`src/rtl/mul_seq_ctrl_if.sv`:
```
// Request/response bundle between EX issue logic and the iterative multiplier.
//   req_valid/req_ready  : request handshake, op code and both operands
//   resp_valid/resp_ready: response handshake and the 32-bit result
// master = EX issue / writeback side, slave = multiplier sequencer.
interface mul_seq_ctrl_if #(
    parameter int WIDTH = 32
);
    logic             req_valid;
    logic             req_ready;
    logic [1:0]       req_op;
    logic [WIDTH-1:0] req_op1;
    logic [WIDTH-1:0] req_op2;
    logic             resp_valid;
    logic             resp_ready;
    logic [WIDTH-1:0] resp_result;

    modport master (
        output req_valid,
        output req_op,
        output req_op1,
        output req_op2,
        output resp_ready,
        input  req_ready,
        input  resp_valid,
        input  resp_result
    );

    modport slave (
        input  req_valid,
        input  req_op,
        input  req_op1,
        input  req_op2,
        input  resp_ready,
        output req_ready,
        output resp_valid,
        output resp_result
    );
endinterface

```
`src/rtl/mul_seq_ctrl.sv`:
```
// Iterative MUL/MULH/MULHSU/MULHU sequencer for the EX stage.
// Operands are converted to unsigned magnitudes, multiplied radix-2 shift-add
// over WIDTH cycles on a single ripple-carry adder, then the 2W-bit product is
// negated if the true result is negative and the requested half is returned.
//
// Ports:
//   clk    in   system clock, rising edge
//   rst_n  in   asynchronous active-low reset
//   flush  in   pipeline kill, aborts any in-flight op (beats all handshakes)
//   bus    slave modport of mul_seq_ctrl_if (request/response handshakes)
//   busy   out  sequencer is not idle
//
// State | meaning
// ------+------------------------------------------------------------------
// IDLE  | waiting for a request; req_ready high unless flushing
// CALC  | one shift-add iteration per cycle, WIDTH cycles total
// FIX   | apply sign to the 2W-bit product, capture the selected half
// DONE  | resp_valid high, result held until resp_ready
module mul_seq_ctrl #(
    parameter int WIDTH = 32
) (
    input  logic           clk,
    input  logic           rst_n,
    input  logic           flush,
    mul_seq_ctrl_if.slave  bus,
    output logic           busy
);

    localparam int CW = $clog2(WIDTH);
    localparam logic [CW-1:0]      LAST_ITER = CW'(WIDTH - 1);
    localparam logic [WIDTH-1:0]   ONE_W     = {{(WIDTH-1){1'b0}}, 1'b1};
    localparam logic [2*WIDTH-1:0] ONE_2W    = {{(2*WIDTH-1){1'b0}}, 1'b1};

    typedef enum logic [1:0] {
        S_IDLE = 2'd0,
        S_CALC = 2'd1,
        S_FIX  = 2'd2,
        S_DONE = 2'd3
    } state_t;

    state_t           state_q,  state_d;
    logic [CW-1:0]    count_q,  count_d;
    logic [WIDTH-1:0] acc_hi_q, acc_hi_d;
    logic [WIDTH-1:0] acc_lo_q, acc_lo_d;
    logic [WIDTH-1:0] mag1_q,   mag1_d;
    logic             neg_q,    neg_d;
    logic [1:0]       op_q,     op_d;
    logic [WIDTH-1:0] result_q, result_d;

    logic             accept;
    logic             op1_signed;
    logic             op2_signed;
    logic             op1_neg;
    logic             op2_neg;
    logic [WIDTH-1:0] op1_mag;
    logic [WIDTH-1:0] op2_mag;

    logic [WIDTH-1:0]   rca_addend;
    logic [WIDTH-1:0]   rca_sum;
    logic               rca_cout;
    logic [2*WIDTH-1:0] prod_raw;
    logic [2*WIDTH-1:0] prod_fix;

    // Handshake outputs
    assign bus.req_ready   = (state_q == S_IDLE) && !flush;
    assign bus.resp_valid  = (state_q == S_DONE);
    assign bus.resp_result = result_q;
    assign busy            = (state_q != S_IDLE);

    assign accept = bus.req_valid && bus.req_ready;

    // Operand signedness: MULH treats both as signed, MULHSU only rs1.
    // MUL is run unsigned since the low half does not depend on sign mode.
    assign op1_signed = (bus.req_op == 2'b01) || (bus.req_op == 2'b10);
    assign op2_signed = (bus.req_op == 2'b01);
    assign op1_neg    = op1_signed && bus.req_op1[WIDTH-1];
    assign op2_neg    = op2_signed && bus.req_op2[WIDTH-1];

    // The most negative value maps to 2^(W-1), which still fits unsigned.
    assign op1_mag = op1_neg ? (~bus.req_op1 + ONE_W) : bus.req_op1;
    assign op2_mag = op2_neg ? (~bus.req_op2 + ONE_W) : bus.req_op2;

    // Single ripple-carry adder shared by every CALC iteration.
    always_comb begin : rca
        logic carry;
        rca_addend = acc_lo_q[0] ? mag1_q : '0;
        rca_sum    = '0;
        carry      = 1'b0;
        for (int i = 0; i < WIDTH; i++) begin
            rca_sum[i] = acc_hi_q[i] ^ rca_addend[i] ^ carry;
            carry      = (acc_hi_q[i] & rca_addend[i]) |
                         (carry & (acc_hi_q[i] ^ rca_addend[i]));
        end
        rca_cout = carry;
    end

    assign prod_raw = {acc_hi_q, acc_lo_q};
    assign prod_fix = neg_q ? (~prod_raw + ONE_2W) : prod_raw;

    always_comb begin
        state_d  = state_q;
        count_d  = count_q;
        acc_hi_d = acc_hi_q;
        acc_lo_d = acc_lo_q;
        mag1_d   = mag1_q;
        neg_d    = neg_q;
        op_d     = op_q;
        result_d = result_q;

        unique case (state_q)
            S_IDLE: begin
                if (accept) begin
                    op_d     = bus.req_op;
                    mag1_d   = op1_mag;
                    neg_d    = op1_neg ^ op2_neg;
                    acc_hi_d = '0;
                    acc_lo_d = op2_mag;
                    count_d  = '0;
                    state_d  = S_CALC;
                end
            end
            S_CALC: begin
                // Multiplier bits are consumed from acc_lo's LSB while the
                // partial product shifts in from the top.
                {acc_hi_d, acc_lo_d} = {rca_cout, rca_sum, acc_lo_q[WIDTH-1:1]};
                count_d = count_q + CW'(1);
                if (count_q == LAST_ITER) begin
                    state_d = S_FIX;
                end
            end
            S_FIX: begin
                {acc_hi_d, acc_lo_d} = prod_fix;
                result_d = (op_q == 2'b00) ? prod_fix[WIDTH-1:0]
                                           : prod_fix[2*WIDTH-1:WIDTH];
                state_d  = S_DONE;
            end
            S_DONE: begin
                if (bus.resp_ready) begin
                    state_d = S_IDLE;
                end
            end
            default: state_d = S_IDLE;
        endcase

        // Kill wins over every handshake, including the response.
        if (flush) begin
            state_d = S_IDLE;
        end
    end

    always_ff @(posedge clk or negedge rst_n) begin
        if (!rst_n) begin
            state_q  <= S_IDLE;
            count_q  <= '0;
            acc_hi_q <= '0;
            acc_lo_q <= '0;
            mag1_q   <= '0;
            neg_q    <= 1'b0;
            op_q     <= 2'b00;
            result_q <= '0;
        end else begin
            state_q  <= state_d;
            count_q  <= count_d;
            acc_hi_q <= acc_hi_d;
            acc_lo_q <= acc_lo_d;
            mag1_q   <= mag1_d;
            neg_q    <= neg_d;
            op_q     <= op_d;
            result_q <= result_d;
        end
    end

endmodule

```
`src/flat_wrapper.sv`:
```
// flat-port wrapper written by rule: the top's interface ports become plain ports
module mul_seq_ctrl_flat 
#(
    parameter int WIDTH = 32
)
  (clk, rst_n, flush, busy, bus_req_valid, bus_req_op, bus_req_op1, bus_req_op2, bus_resp_ready, bus_req_ready, bus_resp_valid, bus_resp_result);
  mul_seq_ctrl_if #(.WIDTH(WIDTH)) bus_i ();
  input  logic clk;
  input  logic rst_n;
  input  logic flush;
  output logic busy;
  input wire logic [$bits(bus_i.req_valid)-1:0] bus_req_valid;
  input wire logic [$bits(bus_i.req_op)-1:0] bus_req_op;
  input wire logic [$bits(bus_i.req_op1)-1:0] bus_req_op1;
  input wire logic [$bits(bus_i.req_op2)-1:0] bus_req_op2;
  input wire logic [$bits(bus_i.resp_ready)-1:0] bus_resp_ready;
  output wire logic [$bits(bus_i.req_ready)-1:0] bus_req_ready;
  output wire logic [$bits(bus_i.resp_valid)-1:0] bus_resp_valid;
  output wire logic [$bits(bus_i.resp_result)-1:0] bus_resp_result;
  assign bus_i.req_valid = bus_req_valid;
  assign bus_i.req_op = bus_req_op;
  assign bus_i.req_op1 = bus_req_op1;
  assign bus_i.req_op2 = bus_req_op2;
  assign bus_i.resp_ready = bus_resp_ready;
  assign bus_req_ready = bus_i.req_ready;
  assign bus_resp_valid = bus_i.resp_valid;
  assign bus_resp_result = bus_i.resp_result;
  mul_seq_ctrl #(.WIDTH(WIDTH)) u_core (.clk(clk), .rst_n(rst_n), .flush(flush), .bus(bus_i), .busy(busy));
endmodule
```
`config.mk`:
```
export PLATFORM = sky130hd
export DESIGN_NAME = mul_seq_ctrl_flat
export DESIGN_NICKNAME = d
export VERILOG_FILES = /design/src/rtl/mul_seq_ctrl_if.sv /design/src/rtl/mul_seq_ctrl.sv /design/src/flat_wrapper.sv
export SDC_FILE = /design/constraint.sdc
export NUM_CORES = 1
export LEC_CHECK = 0
export BUFFER_PORTS_ARGS = -buffer_cell sky130_fd_sc_hd__buf_2
export CAP_MARGIN = 30
export CORE_UTILIZATION = 55
export CTS_BUF_LIST = sky130_fd_sc_hd__clkbuf_8
export DETAILED_ROUTE_END_ITERATION = 8
export GPL_TIMING_DRIVEN = 1
export PLACE_DENSITY_LB_ADDON = 0.05
export SETUP_SLACK_MARGIN = 0.4
export SKIP_CTS_REPAIR_TIMING = 1
export SYNTH_ARGS = -nofsm -noshare
export SYNTH_HDL_FRONTEND = slang
export SYNTH_SLANG_ARGS = --single-unit
export TNS_END_PERCENT = 20
```
`constraint.sdc`:
```
create_clock -name clk -period 11.2 [get_ports clk]
set_clock_uncertainty 0.05 [all_clocks]
set_input_delay 0.56 -clock clk [delete_from_list [all_inputs] [get_ports clk]]
set_output_delay 0.56 -clock clk [all_outputs]
set_load 0.05 [all_outputs]
```
# After elaboration in Yosys (flattened, before gate mapping)
# Index checks and enable logic that the tools add are counted.
# op_classes
addsub	4
reduce_logical	15
eq_ne	10
mux	16
bitwise_logic	161
# ops
op	count
$mux W32	6
$pmux W32 S3	2
$add A32 B1 Y32 const B	2
$add A64 B1 Y64 const B	1
$mux W64	1
$not A32 Y32	2
$not A64 Y64	1
$xor A1 B1 Y1	64
$and A1 B1 Y1	63
$or A1 B1 Y1	31
$pmux W5 S2	1
$mux W2	4
$pmux W2 S4	1
$eq A2 B2 Y1 const B	3
$ne A3 B2 Y1 const B	2
$reduce_and A2 Y1	3
$add A5 B1 Y5 const B	1
$eq A5 B5 Y1 const B	1
$mux W5	1
$eq A2 B1 Y1 const B	2
$logic_and A1 B1 Y1	4
$logic_not A2 Y1	2
$reduce_bool A2 Y1	2
$ne A3 B3 Y1 const B	1
5 further kinds	5
# totals
output_inout_bits	35
reg_bits	138

# Depth between registers and ports, before layout
# Gate-level depths: netlist (run 1).
# depth
depth_word	65
ltp_mapped	44
mapped_depth_nobuf	42

# Least setup slack after synthesis (run 1)
# Ideal clock, no wire load.
# synth_timing
path_type	register -> register
from	register u_core.acc_lo_q[0]
to	register u_core.acc_hi_q[30]
t_arrival_ns	11.792
n_path_buf	2
path_slack_ns	-0.762
stages_incl_launch_ff	45
synth_period_minus_slack_ns	11.962
cell_sequence	dfrtp_1 buf_2 clkbuf_1 and2_1 ha_1 inv_1 fa_1 fa_1 fa_1 fa_1 fa_1 fa_1 fa_1 fa_1 fa_1 fa_1 fa_1 fa_1 [9 not listed] fa_1 fa_1 fa_1 fa_1 inv_1 fa_1 fa_1 fa_1 fa_1 inv_1 fa_1 fa_1 inv_1 fa_1 inv_1 fa_1 o2bb2ai_1 a31o_2
# synth_between
elab_chain_len	64
# synth_lines
item	line	source
start, declared	mul_seq_ctrl.sv:44	logic [WIDTH-1:0] acc_lo_q, acc_lo_d;
start signal, assigned	mul_seq_ctrl.sv:165	acc_lo_q <= acc_lo_d;
$mux W32	mul_seq_ctrl.sv:86	rca_addend = acc_lo_q[0] ? mag1_q : '0;
$and A1 B1 Y1 or $xor A1 B1 Y1 (tied branches)	mul_seq_ctrl.sv:91, mul_seq_ctrl.sv:92	
$and A1 B1 Y1	mul_seq_ctrl.sv:92	(carry & (acc_hi_q[i] ^ rca_addend[i]));
$or A1 B1 Y1	mul_seq_ctrl.sv:91	carry = (acc_hi_q[i] & rca_addend[i]) |
$and A1 B1 Y1	mul_seq_ctrl.sv:92	
$or A1 B1 Y1	mul_seq_ctrl.sv:91	
$and A1 B1 Y1	mul_seq_ctrl.sv:92	
$or A1 B1 Y1	mul_seq_ctrl.sv:91	
[48 not listed]	-	
$and A1 B1 Y1	mul_seq_ctrl.sv:92	
$or A1 B1 Y1	mul_seq_ctrl.sv:91	
$and A1 B1 Y1	mul_seq_ctrl.sv:92	
$or A1 B1 Y1	mul_seq_ctrl.sv:91	
$and A1 B1 Y1	mul_seq_ctrl.sv:92	
$or A1 B1 Y1	mul_seq_ctrl.sv:91	
$xor A1 B1 Y1	mul_seq_ctrl.sv:90	rca_sum[i] = acc_hi_q[i] ^ rca_addend[i] ^ carry;
$pmux W32 S3 *	mul_seq_ctrl.sv:110	unique case (state_q)
end signal, assigned	mul_seq_ctrl.sv:164	acc_hi_q <= acc_hi_d;
end, declared	mul_seq_ctrl.sv:43	logic [WIDTH-1:0] acc_hi_q, acc_hi_d;
# Every way passes the cells marked *; elsewhere a longest branch is shown, timed or not.
# A chain may end at the register's enable or synchronous reset.

# Final worst setup path (run 1)
# Same ends and word-level chain as after synthesis.

==> summary.md, run 1 <==
* **post-route fraction of the period consumed by the critical path** 102.0%
* **internal power** 1.798 mW
* **FFs w/ async S/R, synth** 100.0%
* **count of unique library cells instantiated by Yosys** 77
* **crit-path max cell delay** 0.48 ns
* **depth of the CTS H-tree** 4
* **worst-case clock buffer depth** 2
* **reg-to-reg critical path endpoint** u_core.acc_hi_q[30]$_DFFE_PN0P_
* **fraction of power spent switching nets** 54.42%
* **TritonCTS clock tree** done
* **net count after synthesis** 1,420
* **antenna violations before repair** 0
* **number of endpoints with negative hold slack in the final report** 0
* **arrival time worst endpoint** 11.74 ns
* **total routing resource utilization after global routing** 34.59%
* **wire length per cell after detailed routing** 20.76 µm
* **share of total power in sequential cells** 26.1%
* **# placed instances** 1,595
* **post-layout instance area** 12,020 µm²
* **final RePlAce weighted congestion** 0.9305
* **RSZ-0062 raised after global routing** true
* **Slew Limit Headroom** 32.83%
* **multi-input gate area in the final layout** 6777 µm²
* **mean instance size in the synthesized netlist** 8.270 µm²
* **violations in the final reports** setup timing
* **maximum achievable frequency** 87.50 MHz
* **Logic pwr share** 61.1%
* **clock latency on the worst-skew pair** 0.47 ns
* **dominant delay contributor by cell family on the critical path** adder cells
* **vias in the first global route** 10,011
* **Crit path required time** 11.51 ns
* **number of synthesized flops with an enable pin** 0
* **post-CTS clock slew at the launch and capture registers of the worst setup and hold paths** 0.08 ns
* **vias post-DR** 10,691
* **CP Capture Type** flop
* **global-route congestion overflow total** 0
* **post-synthesis instance area** 10,800 µm²
* **vertical die dimension** 142.1 µm
* **Static Leakage** 4.885 nW
* **share of synthesized area occupied by flip-flops and latches** 31.97%
* **number of remaining DRC errors** 0
* **DP Wirelength** 23,980 µm
* **power density cells** 328.1 nW/µm²
* **final total negative setup slack** -0.2284 ns
* **crit path kind** flop to flop
* **number of synthesized register bits** 138
* **Clk network pwr share** 12.8%
* **Finished Layout Cells** 1,628
* **first-pass GRT wire length** 53,630 µm
* **number of I/O port buffers** 105
* **worst path buffer plus inverter count** 7
* **number of standard-cell rows in the floorplan** 50
* **fill count** 1,693
* **r2r setup slk** -0.23 ns
* **post-synthesis cell count** 1,306
* **final hold slack** 0.03515 ns
* **Main synth FF type** dfrtp_1
* **worst-case reg-to-reg path depth** 42
* **top fanout value on the critical path** 2
* **cell repeated most along the worst path** fa_2
* **Pre-antenna DRT Iters** 7
* **initial DRC count** 1,118
* **Avg Vias per Cell** 6.567
* **Reg area** 3455 µm²
* **class of the most critical hold timing path** primary input to asynchronous set/reset pin
* **Net Switching** 2.147 mW
* **startpoint of the worst-slack reg-to-reg timing path** u_core.acc_lo_q[0]$_DFFE_PN0P_
* **count of final setup violators** 1
* **minimum period implied by the final worst setup slack** 11.43 ns
* **outcome** complete, but fails checks
* **max-cap violation count** 0
* **initial core utilization** 56.98%
* **Core Region** 18,960 µm²
* **share of post-route cells with drive strength above 1** 15.35%
* **number of clock sinks** 138
* **detailed-route wire length** 33,800 µm
* **yosys synthesis warning count** 0
* **area overhead of the layout relative to synthesis** 11.30%
* **minimum setup slack in the final design** -0.2284 ns
* **overall power** 3.944 mW
* **Final nets** 1,469
* **die boundary width** 142.1 µm
* **largest net degree at the start of global routing** 76
* **total clock buffers created by CTS** 17
* **die area** 20,200 µm²
* **count of boundary I/O pins** 106
* **root buffer cell** clkbuf_8
* **final slew viol count** 0
* **Startpoint Class** flop
* **CP max-delay cell** fa_1
* **worst-margin pin slew** 1.005 ns
* **utilization of the core after routing** 63.41%
* **maximum vdd ir drop** 0.0002720 V
* **antenna viol nets, final** 0
* **number of antenna cells inserted** 0
* **Post-Place Setup Slack** -0.1820 ns
* **instance area at placement** 11,500 µm²
routing by layer:
layer,share of wire [%],wire (µm),vias up,track usage (%)
met2,46,15620,519,54.54
met1,43,14440,5185,47.39
met5,0,0,-,0
met4,2.8,956,0,13.07
li1,-,-,4903,-
met3,8.2,2780,84,6.225
worst max path at each step:
stage,start,endpoint,cells past startpoint
2_1_floorplan,u_core.acc_lo_q[0]$_DFFE_PN0P_,u_core.acc_hi_q[30]$_DFFE_PN0P_,44
3_3_place_gp,u_core.acc_lo_q[0]$_DFFE_PN0P_,u_core.acc_hi_q[30]$_DFFE_PN0P_,42
3_5_place_dp,u_core.acc_lo_q[0]$_DFFE_PN0P_,u_core.acc_hi_q[30]$_DFFE_PN0P_,42
4_1_cts,u_core.acc_lo_q[0]$_DFFE_PN0P_,u_core.acc_hi_q[30]$_DFFE_PN0P_,42
5_1_grt,u_core.acc_lo_q[0]$_DFFE_PN0P_,u_core.acc_hi_q[30]$_DFFE_PN0P_,42
6_report,u_core.acc_lo_q[0]$_DFFE_PN0P_,u_core.acc_hi_q[30]$_DFFE_PN0P_,42
cells by family after synthesis:
kind of cell             count (synthesis)  synth area share, %
buffers and inverters                  169                6.012
XOR/XNOR                                97                7.866
AO/OA/AOI/OAI                          422                26.37
flip-flops                             138                31.97
adder cells (fa/ha/maj)                 43                7.136
multiplexers                            10               0.9615
AND/OR/NAND/NOR                        427                19.68
power groups by stage:
stage,registers (mW),clock network [mW],logic [mW]
5_1_grt,1.06,0.530,2.60
3_3_place_gp,1.02,0,2.33
4_1_cts,1.02,0.510,2.36
3_5_place_dp,1.02,0,2.35
2_1_floorplan,1.08,0,1.60
6_report,1.03,0.506,2.41
cell type report:
| class | instances | share of cell area (%) |
|---|---|---|
| clock buffers | 19 | 2.175 |
| clock inverters | 13 | 1.853 |
| inverters | 74 | 2.311 |
| multi-input cells | 999 | 56.38 |
| flip-flops and latches | 138 | 28.74 |
| well taps | 260 | 2.706 |
| repair buffers | 125 | 5.839 |
registers in the layout, summed over array words and instances, names as in the netlist:
| register | flops |
|---|---|
| u_core.bus.resp_result | 32 |
| u_core.state_q | 2 |
| u_core.acc_hi_q | 32 |
| u_core.op_q | 2 |
| u_core.neg_q | 1 |
| u_core.mag1_q | 32 |
| u_core.count_q | 5 |
| u_core.acc_lo_q | 32 |
synthesized netlist by cell type (10+ instances only):
| cell type | instances | area [µm²] |
|---|---|---|
| and2_1 | 11 | 68.82 |
| clkbuf_1 | 84 | 315.3 |
| fa_1 | 31 | 620.6 |
| nand3_1 | 32 | 160.2 |
| o32a_1 | 14 | 140.1 |
| o22ai_1 | 22 | 137.6 |
| a221oi_1 | 17 | 148.9 |
| inv_1 | 71 | 266.5 |
| nand2_1 | 120 | 450.4 |
| nor2_1 | 99 | 371.6 |
| o21ai_1 | 10 | 50.05 |
| o211ai_1 | 16 | 120.1 |
| a31oi_1 | 12 | 75.07 |
| nor4_1 | 20 | 125.1 |
| nand4_1 | 11 | 68.82 |
| xor2_1 | 26 | 227.7 |
| dfrtp_1 | 138 | 3453 |
| o31ai_1 | 22 | 165.2 |
| or4_1 | 27 | 202.7 |
| xnor2_1 | 71 | 621.9 |
| a21oi_1 | 99 | 495.5 |
| or3_1 | 15 | 93.84 |
| a211oi_1 | 22 | 165.2 |
| o221ai_1 | 14 | 122.6 |
| nor3_1 | 42 | 210.2 |
| o21ai_0 | 97 | 485.5 |
| ha_1 | 12 | 150.1 |
layout by cell type, fill, tap and decap left out, types with 9 or more instances in the layout:
| cell type | Yosys | layout |
|---|---|---|
| nand2_1 | 120 | 119 |
| nand3_1 | 32 | 32 |
| fa_2 | 0 | 22 |
| nand4_1 | 11 | 11 |
| or3_1 | 15 | 15 |
| nor4_1 | 20 | 20 |
| o221ai_1 | 14 | 14 |
| a221oi_1 | 17 | 17 |
| o32a_1 | 14 | 14 |
| nor3_1 | 42 | 42 |
| o41ai_1 | 9 | 9 |
| o21ai_0 | 97 | 96 |
| a211oi_1 | 22 | 22 |
| fa_1 | 31 | 9 |
| or4_1 | 27 | 27 |
| xnor2_1 | 71 | 71 |
| and2_1 | 11 | 11 |
| buf_2 | 6 | 104 |
| or2_2 | 9 | 9 |
| buf_4 | 0 | 19 |
| o31ai_1 | 22 | 22 |
| a21oi_1 | 99 | 99 |
| clkbuf_8 | 0 | 19 |
| ha_1 | 12 | 11 |
| o22ai_1 | 22 | 22 |
| o211ai_1 | 16 | 16 |
| dfrtp_1 | 138 | 137 |
| a31oi_1 | 12 | 12 |
| inv_1 | 71 | 73 |
| xor2_1 | 26 | 26 |
| nor2_1 | 99 | 99 |
No activity file was read; power rests on OpenSTA's default activity.
==> inputs of run 2 (changes only) <==
ABC_AREA = 1   (was not set)
==> run 2 against run 1 <==
  * The run still ends with setup timing left
  * Cell area is 7.3% higher
  * Sequential share of layout area is 2.0 points lower
  * Register-to-register slack better by 0.07 ns
  * Critical path depth is 3 higher
  * Via count is 17% higher
  * Critical endpoint unchanged
==> summary.md, run 2 <==
* **area overhead of the layout relative to synthesis** 10.89%, was 11.30%
* **worst-case clock buffer depth** 2, unchanged
* **number of synthesized register bits** 138, unchanged
* **Slew Limit Headroom** 38.29%, was 32.83%
* **share of Yosys cell area claimed by the top area cell type** 29.69%, was 31.97%
* **power density cells** 295.7 nW/µm², was 328.1 nW/µm²
* **clock latency on the worst-skew pair** 0.48 ns, was 0.47 ns
* **total clock buffers created by CTS** 17, unchanged
* **minimum setup slack in the final design** -0.1631 ns, was -0.2284 ns
* **root buffer cell** clkbuf_8, unchanged
* **most frequent standard cell in the layout excluding fill and tap cells** nand2_1, was dfrtp_1
* **# placed instances** 2,212, was 1,595
* **Final nets** 2,077, was 1,469
* **XOR/XNOR Fraction of Synth Area** 2.851%, was 7.866%
* **worst-margin pin slew** 0.9199 ns, was 1.005 ns
* **net count after synthesis** 2,003, was 1,420
* **die boundary width** 147.4 µm, was 142.1 µm
* **post-CTS clock slew at the launch and capture registers of the worst setup and hold paths** 0.09 ns, was 0.08 ns
* **share of synthesized area spent on multiplexers** 0%, was 0.9615%
* **top cells by count, synth** 733 x nand2_1, 248 x nor2_1, 169 x inv_1, was 138 x dfrtp_1, 120 x nand2_1, 99 x a21oi_1, 99 x nor2_1, 97 x o21ai_0
* **antenna viol nets, final** 0, unchanged
* **first-pass GRT wire length** 62,050 µm, was 53,630 µm
* **Main synth FF type** dfrtp_1, unchanged
* **mean instance size in the synthesized netlist** 6.157 µm², was 8.270 µm²
* **CP Capture Type** flop, unchanged
* **minimum period implied by the final worst setup slack** 11.36 ns, was 11.43 ns
* **number of standard-cell rows in the floorplan** 52, was 50
* **simple-gate share of the synthesized area** 42.81%, was 19.68%
* **Static Leakage** 6.588 nW, was 4.885 nW
* **max-cap violation count** 0, unchanged
* **Core Region** 20,490 µm², was 18,960 µm²
* **met3 Resource Use GR** 6.667%, was 6.225%
* **crit-path max cell delay** 0.43 ns, was 0.48 ns
* **top fanout value on the critical path** 2, unchanged
* **number of remaining DRC errors** 0, unchanged
* **DP Wirelength** 30,080 µm, was 23,980 µm
* **total routing resource utilization after global routing** 37.41%, was 34.59%
* **maximum vdd ir drop** 0.0002451 V, was 0.0002720 V
* **maximum achievable frequency** 88.00 MHz, was 87.50 MHz
* **TritonCTS clock tree** done, unchanged
* **share of post-route cells with drive strength above 1** 11.96%, was 15.35%
* **largest net degree at the start of global routing** 77, was 76
* **Crit path required time** 11.56 ns, was 11.51 ns
* **antenna violations before repair** 0, unchanged
* **initial core utilization** 56.75%, was 56.98%
* **crit path kind** flop to flop, unchanged
* **vias in the first global route** 11,188, was 10,011
* **violations in the final reports** setup timing, unchanged
* **number of synthesized flops with an enable pin** 0, unchanged
* **outcome** complete, but fails checks, unchanged
* **number of endpoints with negative hold slack in the final report** 0, unchanged
* **post-synthesis instance area** 11,630 µm², was 10,800 µm²
* **detailed-route wire length** 39,280 µm, was 33,800 µm
* **compound-cell area share of the yosys netlist** 9.919%, was 26.37%
* **fraction of the mapped netlist area in adder cells** 6.627%, was 7.136%
* **CP max-delay cell** fa_1, unchanged
* **Pre-antenna DRT Iters** 7, unchanged
* **utilization of the core after routing** 62.92%, was 63.41%
* **number of I/O port buffers** 105, unchanged
* **Startpoint Class** flop, unchanged
* **number of antenna cells inserted** 0, unchanged
* **combinational family with the most area after synthesis** simple AND/OR/NAND/NOR gates, was compound AO/OA/AOI/OAI gates
* **count of final setup violators** 2, was 1
* **final slew viol count** 0, unchanged
* **GRT met1 Usage** 56.24%, was 47.39%
* **RSZ-0062 raised after global routing** true, unchanged
* **final RePlAce weighted congestion** 0.9777, was 0.9305
* **cell repeated most along the worst path** fa_2, unchanged
* **number of clock sinks** 138, unchanged
* **post-route fraction of the period consumed by the critical path** 101.5%, was 102.0%
* **largest area contributor in the synthesized netlist** dfrtp_1, unchanged
* **wire length per cell after detailed routing** 17.50 µm, was 20.76 µm
* **instance area at placement** 12,430 µm², was 11,500 µm²
* **global-route track usage on met2** 54.13%, was 54.54%
* **class of the most critical hold timing path** primary input to asynchronous set/reset pin, unchanged
* **post-layout instance area** 12,900 µm², was 12,020 µm²
* **depth of the CTS H-tree** 4, unchanged
* **library cell with the highest instance count after synthesis** nand2_1, was dfrtp_1
* **vertical die dimension** 147.4 µm, was 142.1 µm
* **yosys synthesis warning count** 0, unchanged
* **vias post-DR** 12,498, was 10,691
* **most used routing layer** met1, was met2
* **initial DRC count** 1,161, was 1,118
* **count of boundary I/O pins** 106, unchanged
* **share of synthesized area occupied by flip-flops and latches** 29.69%, was 31.97%
* **count of unique library cells instantiated by Yosys** 41, was 77
* **FFs w/ async S/R, synth** 100.0%, unchanged
* **global-route congestion overflow total** 0, unchanged
* **highest-count cells in the layout ignoring fill and taps** 732 x nand2_1, 246 x nor2_1, 167 x inv_1, 145 x nand3_1, 137 x dfrtp_1, was 137 x dfrtp_1, 119 x nand2_1, 104 x buf_2, 99 x nor2_1, 99 x a21oi_1
* **Finished Layout Cells** 2,244, was 1,628
* **post-synthesis cell count** 1,889, was 1,306
* **arrival time worst endpoint** 11.72 ns, was 11.74 ns
* **die area** 21,730 µm², was 20,200 µm²
* **cell types occupying the most area after synthesis** dfrtp_1 30%, nand2_1 24%, nor2_1 8.0%, nand3_1 6.2%, inv_1 5.5%, was dfrtp_1 32%, xnor2_1 5.8%, fa_1 5.7%, a21oi_1 4.6%, o21ai_0 4.5%
* **Avg Vias per Cell** 5.570, was 6.567
==> run 2: changes by cell type after synthesis, sizes merged, moves of 39 or more <==
cell / before / now
xnor2: 71 / 7
nor2: 99 / 256
nand3: 32 / 146
inv: 71 / 170
nand2: 120 / 738
clkbuf: 84 / 45
==> run 2: cells by family after synthesis <==
| kind of cell | Yosys count |
|---|---|
| and+or+nand+nor | 1216 |
| buffers and inverters | 244 |
| AOI/OAI and AO/OA | 211 |
| DFF | 138 |
| adders and majority gates | 43 |
| xor gates and xnor gates | 37 |
==> run 2: path summary, 6_finish.rpt <==
kind / startpoint / to / slack [ns] / cells after the start
hold reg to reg: u_core.bus.resp_result[20]$_DFFE_PN0P_ / u_core.bus.resp_result[20]$_DFFE_PN0P_ / 0.43 / 2
max in group asynchronous: rst_n / u_core.acc_hi_q[6]$_DFFE_PN0P_ / 10.05 / 3
hold / removal: rst_n / u_core.bus.resp_result[6]$_DFFE_PN0P_ / 0.02 / 1
setup reg to reg: u_core.mag1_q[0]$_DFFE_PN0P_ / u_core.acc_hi_q[30]$_DFFE_PN0P_ / -0.16 / 45
min in group clk: flush / u_core.state_q[1]$_DFFE_PN0P_ / 0.23 / 2
setup / recovery: u_core.mag1_q[0]$_DFFE_PN0P_ / u_core.acc_hi_q[30]$_DFFE_PN0P_ / -0.16 / 45
==> run 2: through the flow <==
step / power, mW / hold WS (ns) / setup TNS [ns] / setup slack [ns]
6_report: 3.814 / 0.02110 / -0.2098 / -0.1631
5_1_grt: 4.096 / 0.05949 / -1.063 / -0.5385
4_1_cts: 3.745 / 0.04903 / -0.5456 / -0.3306
3_5_place_dp: 3.301 / 0.4104 / -0.4579 / -0.2844
3_3_place_gp: 3.253 / 0.4077 / -0.1398 / -0.1118
2_1_floorplan: 2.554 / 0.2144 / 0 / 0.02989
==> run 2: report_power, final <==
part	total, mW	switching, mW	internal, mW
Combinational	2.43	1.75	0.682
Clock	0.443	0.223	0.220
Sequential	0.939	0.222	0.718
==> run 2: final cells by class <==
cell class | count | area [µm²]
multi-input cells | 1507 | 7312
clock inverters | 13 | 170.2
repair buffers | 125 | 734.5
fillers | 2010 | 7599
inverters | 174 | 653.1
flip-flops and latches | 138 | 3455
well taps | 270 | 337.8
clock buffers | 17 | 234.0
==> run 2: worst max-delay path, delay by kind of cell (launching register included) <==
| kind | cells | cell delay, ns |
|---|---|---|
| AND/OR/NAND/NOR | 5 | 0.54 |
| flip-flops | 1 | 0.37 |
| buffers and inverters | 8 | 0.46 |
| adder cells (fa/ha/maj) | 32 | 9.89 |
==> run 2: metal layers <==
layer	wire [µm]	part of all wire [%]
met5	0	0
met4	1123	2.9
met3	3493	8.9
met2	16550	42
met1	18120	46
==> inputs of run 3 (changes only) <==
SKIP_LAST_GASP = 1   (was not set)
==> run 3 against run 2 <==
  * The flow still finishes with violations (setup timing)
  * Sequential power hardly changed
  * Setup slack worse by 0.092 ns
  * Register-to-register slack worse by 0.09 ns
  * Cell area hardly changed
  * Maximum frequency is 0.80% lower
  * Count of clock-buffer cells in the layout stayed put
  * Critical path depth stayed put
  * Final cell count stayed put
  * Die area stayed put
  * Combinational power hardly changed
  * Core utilization hardly changed
  * Critical endpoint unchanged
  * Largest power group unchanged
  * Highest routed layer unchanged
==> summary.md, run 3 (synthesized netlist as in run 2, its figures left out) <==
* **die boundary width** 147.4 µm, unchanged
* **root buffer cell** clkbuf_8, unchanged
* **count of boundary I/O pins** 106, unchanged
* **DP Wirelength** 30,080 µm, unchanged
* **worst-case clock buffer depth** 2, unchanged
* **final RePlAce weighted congestion** 0.9777, unchanged
* **highest-count cells in the layout ignoring fill and taps** 732 x nand2_1, 246 x nor2_1, 167 x inv_1, 145 x nand3_1, 137 x dfrtp_1, unchanged
* **area overhead of the layout relative to synthesis** 10.84%, was 10.89%
* **clock latency on the worst-skew pair** 0.48 ns, about the same
* **Core Region** 20,490 µm², unchanged
* **outcome** complete, but fails checks, unchanged
* **Final nets** 2,077, unchanged
* **Avg Vias per Cell** 5.599, was 5.570
* **RSZ-0062 raised after global routing** true, unchanged
* **Pre-antenna DRT Iters** 6, was 7
* **maximum achievable frequency** 87.30 MHz, was 88.00 MHz
* **violations in the final reports** setup timing, unchanged
* **Startpoint Class** flop, unchanged
* **number of I/O port buffers** 105, unchanged
* **die area** 21,730 µm², unchanged
* **number of remaining DRC errors** 0, unchanged
* **antenna viol nets, final** 0, unchanged
* **CP max-delay cell** fa_1, unchanged
* **vias post-DR** 12,564, was 12,498
* **number of standard-cell rows in the floorplan** 52, unchanged
* **top fanout value on the critical path** 2, unchanged
* **minimum period implied by the final worst setup slack** 11.46 ns, was 11.36 ns
* **post-layout instance area** 12,890 µm², was 12,900 µm²
* **class of the most critical hold timing path** primary input to asynchronous set/reset pin, unchanged
* **antenna violations before repair** 0, unchanged
* **overall power** 3.815 mW, was 3.814 mW
* **share of post-route cells with drive strength above 1** 11.85%, was 11.96%
* **power density cells** 296.0 nW/µm², was 295.7 nW/µm²
* **maximum vdd ir drop** 0.0002448 V, was 0.0002451 V
* **number of endpoints with negative hold slack in the final report** 0, unchanged
* **number of antenna cells inserted** 0, unchanged
* **total clock buffers created by CTS** 17, unchanged
* **fill count** 2,012, was 2,010
* **crit-path max cell delay** 0.43 ns, about the same
* **crit path kind** flop to flop, unchanged
* **multi-input gate area in the final layout** 7307 µm², was 7312 µm²
* **detailed-route wire length** 39,280 µm, about the same
* **vertical die dimension** 147.4 µm, unchanged
* **initial core utilization** 56.75%, unchanged
* **Crit path required time** 11.56 ns, about the same
* **minimum setup slack in the final design** -0.2552 ns, was -0.1631 ns
* **TritonCTS clock tree** done, unchanged
* **worst-margin pin slew** 0.9212 ns, was 0.9199 ns
* **vias in the first global route** 11,188, unchanged
* **count of final setup violators** 2, unchanged
* **total routing resource utilization after global routing** 37.41%, unchanged
* **instance area at placement** 12,430 µm², unchanged
* **Reg area** 3455 µm², unchanged
* **first-pass GRT wire length** 62,050 µm, unchanged
* **depth of the CTS H-tree** 4, unchanged
* **post-CTS clock slew at the launch and capture registers of the worst setup and hold paths** 0.09 ns, about the same
* **post-route fraction of the period consumed by the critical path** 102.3%, was 101.5%
* **Slew Limit Headroom** 38.21%, was 38.29%
* **number of clock sinks** 138, unchanged
* **wire length per cell after detailed routing** 17.51 µm, was 17.50 µm
* **CP Capture Type** flop, unchanged
* **Static Leakage** 6.586 nW, was 6.588 nW
* **largest net degree at the start of global routing** 77, unchanged
* **final slew viol count** 0, unchanged
* **max-cap violation count** 0, unchanged
* **arrival time worst endpoint** 11.81 ns, was 11.72 ns
* **global-route congestion overflow total** 0, unchanged
* **most frequent standard cell in the layout excluding fill and tap cells** nand2_1, unchanged
* **cell repeated most along the worst path** fa_2, unchanged
* **initial DRC count** 1,120, was 1,161
## run 3: report_power, final
part	internal [mW]	total (mW)	switching, mW	leakage (nW)
logic	0.681	2.43	1.75	4.67
clock network	0.220	0.444	0.224	0.189
registers	0.718	0.940	0.222	1.73
## run 3: metal layers
| layer | wire length [µm] | up-vias | global-route usage, % |
|---|---|---|---|
| met3 | 3589 | 68 | 6.667 |
| met4 | 1170 | 0 | 12.11 |
| met2 | 16510 | 626 | 54.13 |
| met1 | 18010 | 5778 | 56.24 |
| met5 | 0 | - | 0 |
| li1 | - | 6092 | - |
## run 3: worst max-delay path, delay by kind of cell, from the launching register on
family	cells	cell delay (ns)
simple gates	5	0.54
fa+ha+maj	32	9.99
flops	1	0.37
buf+inv	8	0.45
## run 3: final timing paths
path                                                        startpoint                                     end  slack, ns  cells past startpoint
max in group asynchronous                                        rst_n           u_core.mag1_q[21]$_DFFE_PN0P_      10.04                      3
worst max register to register            u_core.mag1_q[0]$_DFFE_PN0P_         u_core.acc_hi_q[30]$_DFFE_PN0P_      -0.26                     45
worst min register to register  u_core.bus.resp_result[20]$_DFFE_PN0P_  u_core.bus.resp_result[20]$_DFFE_PN0P_       0.43                      2
worst min-delay path                                             rst_n   u_core.bus.resp_result[5]$_DFFE_PN0P_       0.03                      1
min in group clk                                                 flush           u_core.state_q[0]$_DFFE_PN0P_       0.22                      2
worst max-delay path                      u_core.mag1_q[0]$_DFFE_PN0P_         u_core.acc_hi_q[30]$_DFFE_PN0P_      -0.26                     45
## run 3: layout make-up
type                            count  share of cell area, %
Clock buffer                       17                  1.815
Timing Repair Buffer              125                  5.697
Clock inverter                     13                  1.320
Inverter                          174                  5.066
Tap cell                          270                  2.621
Sequential cell                   138                  26.80
Multi-Input combinational cell   1507                  56.68
## run 3: through the flow
step / hold WS, ns / std cells / setup WS, ns / TNS (ns) / util, %
CTS: 0.04903 / 2242 / -0.3306 / -0.5456 / 62.63
global placement: 0.4077 / 2210 / -0.1118 / -0.1398 / 60.43
finish: 0.02580 / 2244 / -0.2552 / -0.3951 / 62.90
detailed placement: 0.4104 / 2212 / -0.2844 / -0.4579 / 60.66
floorplan: 0.2144 / 1889 / 0.02989 / 0 / -
global route: 0.05949 / 2244 / -0.6281 / -1.332 / 62.90
